**src/rtl/if_id_queue_pkg.sv**
```systemverilog
// if_id_queue shared definitions
// bus widths and bubble constants for the fetch queue
package if_id_queue_pkg;
  localparam int ADDR_BUS = 32;
  localparam int DATA_BUS = 32;

  localparam logic ENABLE  = 1'b1;
  localparam logic DISABLE = 1'b0;

  localparam logic [31:0] ZERO_WORD       = 32'h0;
  localparam logic [31:0] NOP_INSTRUCTION = 32'h0;
endpackage

```
**src/rtl/if_id_queue_storage.sv**
```systemverilog
// if_id_queue entry array
// one write port, one asynchronous read port, no reset
module if_id_queue_storage
  import if_id_queue_pkg::*;
#(
  parameter int DEPTH = 2,
  parameter int WIDTH = ADDR_BUS + DATA_BUS,
  localparam int PW = $clog2(DEPTH)
) (
  input  logic             clock,
  input  logic             write_enable,
  input  logic [PW-1:0]    write_pointer,
  input  logic [WIDTH-1:0] write_data,
  input  logic [PW-1:0]    read_pointer,
  output logic [WIDTH-1:0] read_data
);

  logic [WIDTH-1:0] mem [DEPTH];

  // capture the offered entry at the write slot
  always_ff @(posedge clock) begin
    if (write_enable) begin
      mem[write_pointer] <= write_data;
    end
  end

  assign read_data = mem[read_pointer];

endmodule

```
**src/rtl/if_id_queue.sv**
```systemverilog
// if_id_queue: IF/ID decoupling queue
// valid/ready on both sides, flush on redirect
module if_id_queue
  import if_id_queue_pkg::*;
#(
  parameter int ADDR_WIDTH = ADDR_BUS,
  parameter int DATA_WIDTH = DATA_BUS,
  parameter int DEPTH      = 2,
  localparam int COUNT_WIDTH = $clog2(DEPTH + 1)
) (
  input  logic                   clock,
  input  logic                   reset,
  input  logic                   flush,
  input  logic                   if_valid,
  output logic                   if_ready,
  input  logic [ADDR_WIDTH-1:0]  if_program_counter,
  input  logic [DATA_WIDTH-1:0]  if_instruction,
  output logic                   id_valid,
  input  logic                   id_ready,
  output logic [ADDR_WIDTH-1:0]  id_program_counter,
  output logic [DATA_WIDTH-1:0]  id_instruction,
  output logic [COUNT_WIDTH-1:0] occupancy
);

  localparam int PW = $clog2(DEPTH);
  localparam int EW = ADDR_WIDTH + DATA_WIDTH;
  localparam logic [COUNT_WIDTH-1:0] FULL =
    COUNT_WIDTH'(DEPTH);

  logic [PW-1:0]          rd_ptr;
  logic [PW-1:0]          wr_ptr;
  logic [COUNT_WIDTH-1:0] count;
  logic                   push;
  logic                   pop;
  logic [EW-1:0]          head;

  assign if_ready = (count != FULL) ? ENABLE : DISABLE;
  assign id_valid = (count != '0) ? ENABLE : DISABLE;
  assign push     = if_valid & if_ready;
  assign pop      = id_valid & id_ready;

  if_id_queue_storage #(
    .DEPTH (DEPTH),
    .WIDTH (EW)
  ) u_storage (
    .clock         (clock),
    .write_enable  (push & ~flush),
    .write_pointer (wr_ptr),
    .write_data    ({if_program_counter, if_instruction}),
    .read_pointer  (rd_ptr),
    .read_data     (head)
  );

  // pointers and count; flush overrides any push or pop
  always_ff @(posedge clock or negedge reset) begin
    if (!reset) begin
      rd_ptr <= '0;
      wr_ptr <= '0;
      count  <= '0;
    end else if (flush) begin
      rd_ptr <= '0;
      wr_ptr <= '0;
      count  <= '0;
    end else begin
      if (push) wr_ptr <= wr_ptr + PW'(1);
      if (pop)  rd_ptr <= rd_ptr + PW'(1);
      unique case (1'b1)
        push && !pop: count <= count + COUNT_WIDTH'(1);
        pop && !push: count <= count - COUNT_WIDTH'(1);
        default:      count <= count;
      endcase
    end
  end

  assign id_program_counter = id_valid
    ? head[EW-1 -: ADDR_WIDTH]
    : ADDR_WIDTH'(ZERO_WORD);
  assign id_instruction = id_valid
    ? head[DATA_WIDTH-1:0]
    : DATA_WIDTH'(NOP_INSTRUCTION);
  assign occupancy = count;

endmodule
```
**config.mk**
```make
export PLATFORM = sky130hd
export DESIGN_NAME = if_id_queue
export DESIGN_NICKNAME = d
export VERILOG_FILES = /design/src/rtl/if_id_queue_pkg.sv /design/src/rtl/if_id_queue_storage.sv /design/src/rtl/if_id_queue.sv
export SDC_FILE = /design/constraint.sdc
export NUM_CORES = 1
export LEC_CHECK = 0
export BUFFER_PORTS_ARGS = -buffer_cell sky130_fd_sc_hd__buf_2
export CORE_UTILIZATION = 35
export CTS_CLUSTER_DIAMETER = 200
export DETAILED_ROUTE_END_ITERATION = 10
export PLACE_DENSITY_LB_ADDON = 0.3
export SKIP_LAST_GASP = 1
export SLEW_MARGIN = 10
export SYNTH_ARGS = -nofsm -noshare
export SYNTH_HDL_FRONTEND = slang
export SYNTH_SLANG_ARGS = --single-unit
```
**constraint.sdc**
```tcl
create_clock -name clock -period 8.55 [get_ports clock]
set_input_delay 1.2825 -clock clock [delete_from_list [all_inputs] [get_ports clock]]
set_output_delay 1.2825 -clock clock [all_outputs]
set_load 0.02 [all_outputs]
```
# After elaboration in Yosys (flattened, before gate mapping)
# Memory sizes are Yosys's and may differ from the RTL's.
# Cells that the tools add are included.
[classes]
n_addsub = 4
reduce_logical = 8
n_eq_ne = 1
muxes = 12
bitwise_logic = 4
[ops]
columns = ["op", "count"]
rows = [
  ["$mux W32", 2],
  ["$mux W1", 8],
  ["$reduce_bool A2 Y1", 3],
  ["$pmux W2 S2", 1],
  ["$and A1 B1 Y1", 3],
  ["$reduce_bool A3 Y1", 1],
  ["$add A1 B1 Y1 const B", 2],
  ["$add A2 B1 Y2 const B", 1],
  ["$logic_and A1 B1 Y1", 2],
  ["$logic_not A1 Y1", 2],
  ["$mux W2", 1],
  ["$ne A2 B2 Y1 const B", 1],
  ["$sub A2 B1 Y2 const B", 1],
  ["$not A1 Y1", 1],
]
[totals]
reg_bits = 4
output_inout_bits = 68
mem_count = 1
wordCells = 33
mem_bits_rw = 128
[mem_list]
columns = ["name", "depth", "word_bits", "rd", "rd_ports_with_merged_regs", "wr", "line_no", "source"]
rows = [
  ["u_storage.mem", 2, 64, 1, 0, 1, "if_id_queue_storage.sv:18", "logic [WIDTH-1:0] mem [DEPTH];"],
]

# Longest topological paths before layout
[logic_depth]
ltp_word = 7
mapped_depth = 4
ltp_nobuf = 4

# By module
# From an unflattened synthesis, not the netlist that was laid out.
[unflattened]
hier_cells = 296
area_unflattened_um2 = 5629.1
[modules_own_cells]
columns = ["mod", "area_each_um2", "cells_per_inst", "n_inst", "seq_area_each_um2"]
rows = [
  ["if_id_queue_storage", 4933.5, 201, 1, 3843.7],
  ["if_id_queue", 695.7, 95, 1, 100.1],
]

# Least setup slack after synthesis
# Ideal clock, no wire load.
[synth_path]
kind = "in2reg"
startpoint = "input port if_valid"
endpoint = "memory u_storage.mem[1][0] (netlist bit) (enable)"
setup_time_ps = 578
stages = 2
t_arrival_ps = 6020
setup_slack_ps = 1952
cell_sequence = "nand2_1 nor3b_1"
[synth_between]
elab_chain_len = 4
[synth_lines]
columns = ["element", "line_no", "source"]
rows = [
  ["start, declared", "if_id_queue.sv:14", "input logic if_valid,"],
  ["$and A1 B1 Y1", "if_id_queue.sv:39", "assign push = if_valid & if_ready;"],
  ["$and A1 B1 Y1", "if_id_queue.sv:47", ".write_enable (push & ~flush),"],
  ["$mux W1", "if_id_queue_storage.sv:22", "if (write_enable) begin"],
  ["$mux W1 (implied by the code)", "if_id_queue_storage.sv:23", "mem[write_pointer] <= write_data;"],
  ["end, declared", "if_id_queue_storage.sv:18", ""],
]
# No other way between the ends.

# Worst setup path in the final report
[layout_path]
startpoint = "register count[0] (netlist: occupancy[0])"
endpoint = "output port id_instruction[18]"
[layout_between]
elab_chain_len = 3
[layout_lines]
columns = ["element", "line_no", "source"]
rows = [
  ["start, declared", "if_id_queue.sv:32", "logic [COUNT_WIDTH-1:0] count;"],
  ["start signal, assigned", "if_id_queue.sv:68", "push && !pop: count <= count + COUNT_WIDTH'(1);"],
  ["start signal, assigned", "if_id_queue.sv:69", "pop && !push: count <= count - COUNT_WIDTH'(1);"],
  ["start signal, assigned", "if_id_queue.sv:70", "default: count <= count;"],
  ["$reduce_bool A2 Y1", "if_id_queue.sv:38", "assign id_valid = (count != '0) ? ENABLE : DISABLE;"],
  ["$mux W1", "if_id_queue.sv:38", ""],
  ["$mux W32", "if_id_queue.sv:79", "? head[DATA_WIDTH-1:0]"],
  ["end, declared", "if_id_queue.sv:21", "output logic [DATA_WIDTH-1:0] id_instruction,"],
]
# No other way between the ends.

==> results.tsv <==
stage	metric	value	unit
grt	number of global-route vias before repair	2963	
synthesis	post-synthesis area per instance	17.0	um2
placed_design	Port-buffer cells	136	
route	drt drc	0	
final_layout	Final nets	511	
run_status	status	finished, final reports clean	
synthesis	Ys Warns	0	
placed_design	GP Congestion	0.657	
sta	setup TNS	0	ns
grt	largest net degree at the start of global routing	66	
synthesis	Syn Inst Count	296	
final_layout	register area	0.00395	mm2
worst_setup_path	Critical Path Sink Type	primary output	
clock_network	Clock Latency Late Sink	0.42	ns
synthesis	Synth cell types	23	
sta	RSZ-0062 raised after global routing	false	
floorplanning	Initial Util	0.360	
sta	Worst slew margin	0.207	
synthesis	number of synthesized flops with an enable pin	128	
floorplanning	Core Box Area	0.0140	mm2
power_and_ir_drop	IR drop worst, VDD	0.000147	V
synthesis	post-synth top area cell	edfxtp_1	
clock_network	# H-tree levels	4	
clock_network	Max Root-Sink Buffers	2	
sta	Final Max Slew Viols	0	
synthesis	Synth area leaders	edfxtp_1 (76%), mux2i_1 (13%), nor2_1 (5.0%)	
route	1st-iter DRT viols	77	
route	Final ANT Viol Nets	0	
final_layout	fin cells	635	
floorplanning	Rows	43	
sta	final setup skew	0.0116	ns
floorplanning	IO Count	137	
clock_network	Resize count post-CTS	0	
final_layout	area of the multi-input gates	0.00101	mm2
grt	met1 Use GR	0.140	
synthesis	Seq/Total Area, Yosys	0.782	
sta	Setup Viol. Count Final	0	
sta	worst slew pin tran	1.19	ns
grt	initial antenna violation count	0	
grt	first-pass GRT wire length	14200	um
worst_setup_path	critical path class	flop to primary output	
clock_network	CTS tree	yes	
floorplanning	die height	122	um
final_layout	# diodes	0	
clock_network	hold buffers post-CTS	0	
worst_setup_path	CP Max Fanout	34	
sta	final worst path period need	3.60	ns
floorplanning	Die ar.	0.0149	mm2
sta	Hold Violations, Final	0	
final_layout	Fill cells	1263	
clock_network	Reg clk slew, reported paths	0.05	ns
route	WL/cell	14.3	um
clock_network	Post-CTS Setup Repair Bufs	0	
final_layout	area grow syn2layout	30.4	%
synthesis	top_reg_cell synth	edfxtp_1	
worst_setup_path	CP peak stage delay	0.64	ns
flow_run	max_cap viols	0	
worst_setup_path	required time of the critical path	7.27	ns
synthesis	Post-Syn Nets	365	
synthesis	Yosys top cell area share	0.762	
clock_network	clk sink count	132	
grt	gr busiest metal	met2	
clock_network	cts bufs inserted	17	
sta	final hold slack	0.592	ns
route	DR pass1 iterations	4	
route	Vias	2887	
grt	grt met2 use	0.218	
grt	grt met3 use	0.0552	
worst_setup_path	Crit-path slowest cell	nor2_4	
clock_network	Root Driver	clkbuf_16	
power_and_ir_drop	power per cell area	257	mW/mm2
grt	grt ovf	0	
final_layout	Layout Utilization	0.470	
worst_setup_path	CP Cell Sequence	nor2_4 -> buf_4 -> nor2_1 -> buf_2	
route	via-per-instance ratio	4.55	
hold_path	Worst Hold Class	flop to flop	
final_layout	share of cells above drive strength 1	0.391	
power_and_ir_drop	Pleak	2.51	nW
worst_setup_path	CP arrival	2.32	ns
synthesis	synthesized area	0.00504	mm2
placed_design	Cells after DPL	603	
synthesis	Yosys reg bits	132	
sta	Tcrit/Tclk final	0.421	
sta	fmax	278	MHz
floorplanning	die width	122	um
route	final WL	9110	um
placed_design	DPL Wire Length	5700	um
grt	Tot GR Track Use	0.130	
worst_setup_path	CP Launch Type	flop	
synthesis	FFs w/ async S/R, synth	0.0303	
## report_power, final
part	internal (mW)	total [mW]	switching (mW)
clock network	0.543	0.802	0.258
registers	0.736	0.755	0.0187
logic	0.0520	0.130	0.0777
total	1.33	1.69	0.355
## synth_stat cells, types with 2 or more instances
cell type,instances
edfxtp_1,128
nor2_1,67
mux2i_1,64
buf_2,6
buf_4,5
dfrtp_1,4
a21oi_1,3
buf_6,2
inv_1,2
o21ai_1,2
## metal layers
| layer | vias up | share of wire |
|---|---|---|
| met5 | - | 0 |
| li1 | 1396 | - |
| met2 | 92 | 0.50 |
| met3 | 17 | 0.068 |
| met1 | 1382 | 0.41 |
| met4 | 0 | 0.018 |
## final cells by class
type                    instances  area share
well taps                     180      0.0343
multi-input cells             147       0.154
flip-flops and latches        132       0.600
repair buffers                141       0.109
clock buffers                  17      0.0647
clock inverters                15      0.0360
inverters                       3     0.00171
## state kept, by name, summed over array words and instances (netlist names)
name	cells
wr_ptr	1
rd_ptr	1
u_storage.mem	128
occupancy	2
## logic make-up (layout without fill, tap and decap cells)
group | count (synthesis) | in the layout | share of synthesized area
compound gates | 9 | 9 | 0.0104
xor+xnor | 1 | 1 | 0.00174
buf+inv | 17 | 176 | 0.0208
flops | 132 | 132 | 0.782
mux | 64 | 64 | 0.127
simple gates | 73 | 73 | 0.0576
## worst max-delay path, delay by kind of cell (launching register included)
| family | cells | cell delay (ns) |
|---|---|---|
| and+or+nand+nor | 2 | 0.75 |
| buffers and inverters | 2 | 0.63 |
| DFF | 1 | 0.46 |
## per-stage QoR
| stage | setup WS (ns) | instance area, um2 | power [mW] |
|---|---|---|---|
| 2_1_floorplan | 1.95 | 5040 | 0.849 |
| 3_3_place_gp | 5.33 | 5910 | 0.899 |
| 3_5_place_dp | 5.30 | 5910 | 0.901 |
| 4_1_cts | 4.85 | 6570 | 1.71 |
| 5_1_grt | 4.78 | 6570 | 1.75 |
| 6_report | 4.95 | 6570 | 1.69 |
## cells in the final DEF (no fill, tap or decap), types with 2 or more instances in the layout
cell type and count:
buf_4 5, clkinvlp_4 2, clkbuf_16 17, a21oi_1 3, inv_1 2, clkinv_4 2, o21ai_1 2, mux2i_1 64
dfrtp_1 3, nor2_1 66, buf_2 136, edfxtp_1 128, bufinv_16 6, clkinv_2 4
## worst paths after layout
check                                         start  cells past startpoint                            end  slack [ns]
max reg2reg                occupancy[1]$_DFFE_PN0P_                      5  u_storage.mem[1][6]$_DFFE_PP_        6.64
min reg2reg                      wr_ptr$_DFFE_PN0P_                      2             wr_ptr$_DFFE_PN0P_        0.59
min                              wr_ptr$_DFFE_PN0P_                      2             wr_ptr$_DFFE_PN0P_        0.59
min in group asynchronous                     reset                      1       occupancy[0]$_DFFE_PN0P_        0.66
max in group asynchronous                     reset                      1             rd_ptr$_DFFE_PN0P_        7.76
max                        occupancy[0]$_DFFE_PN0P_                      4             id_instruction[18]        4.95
No activity file was read; power rests on OpenSTA's default activity.
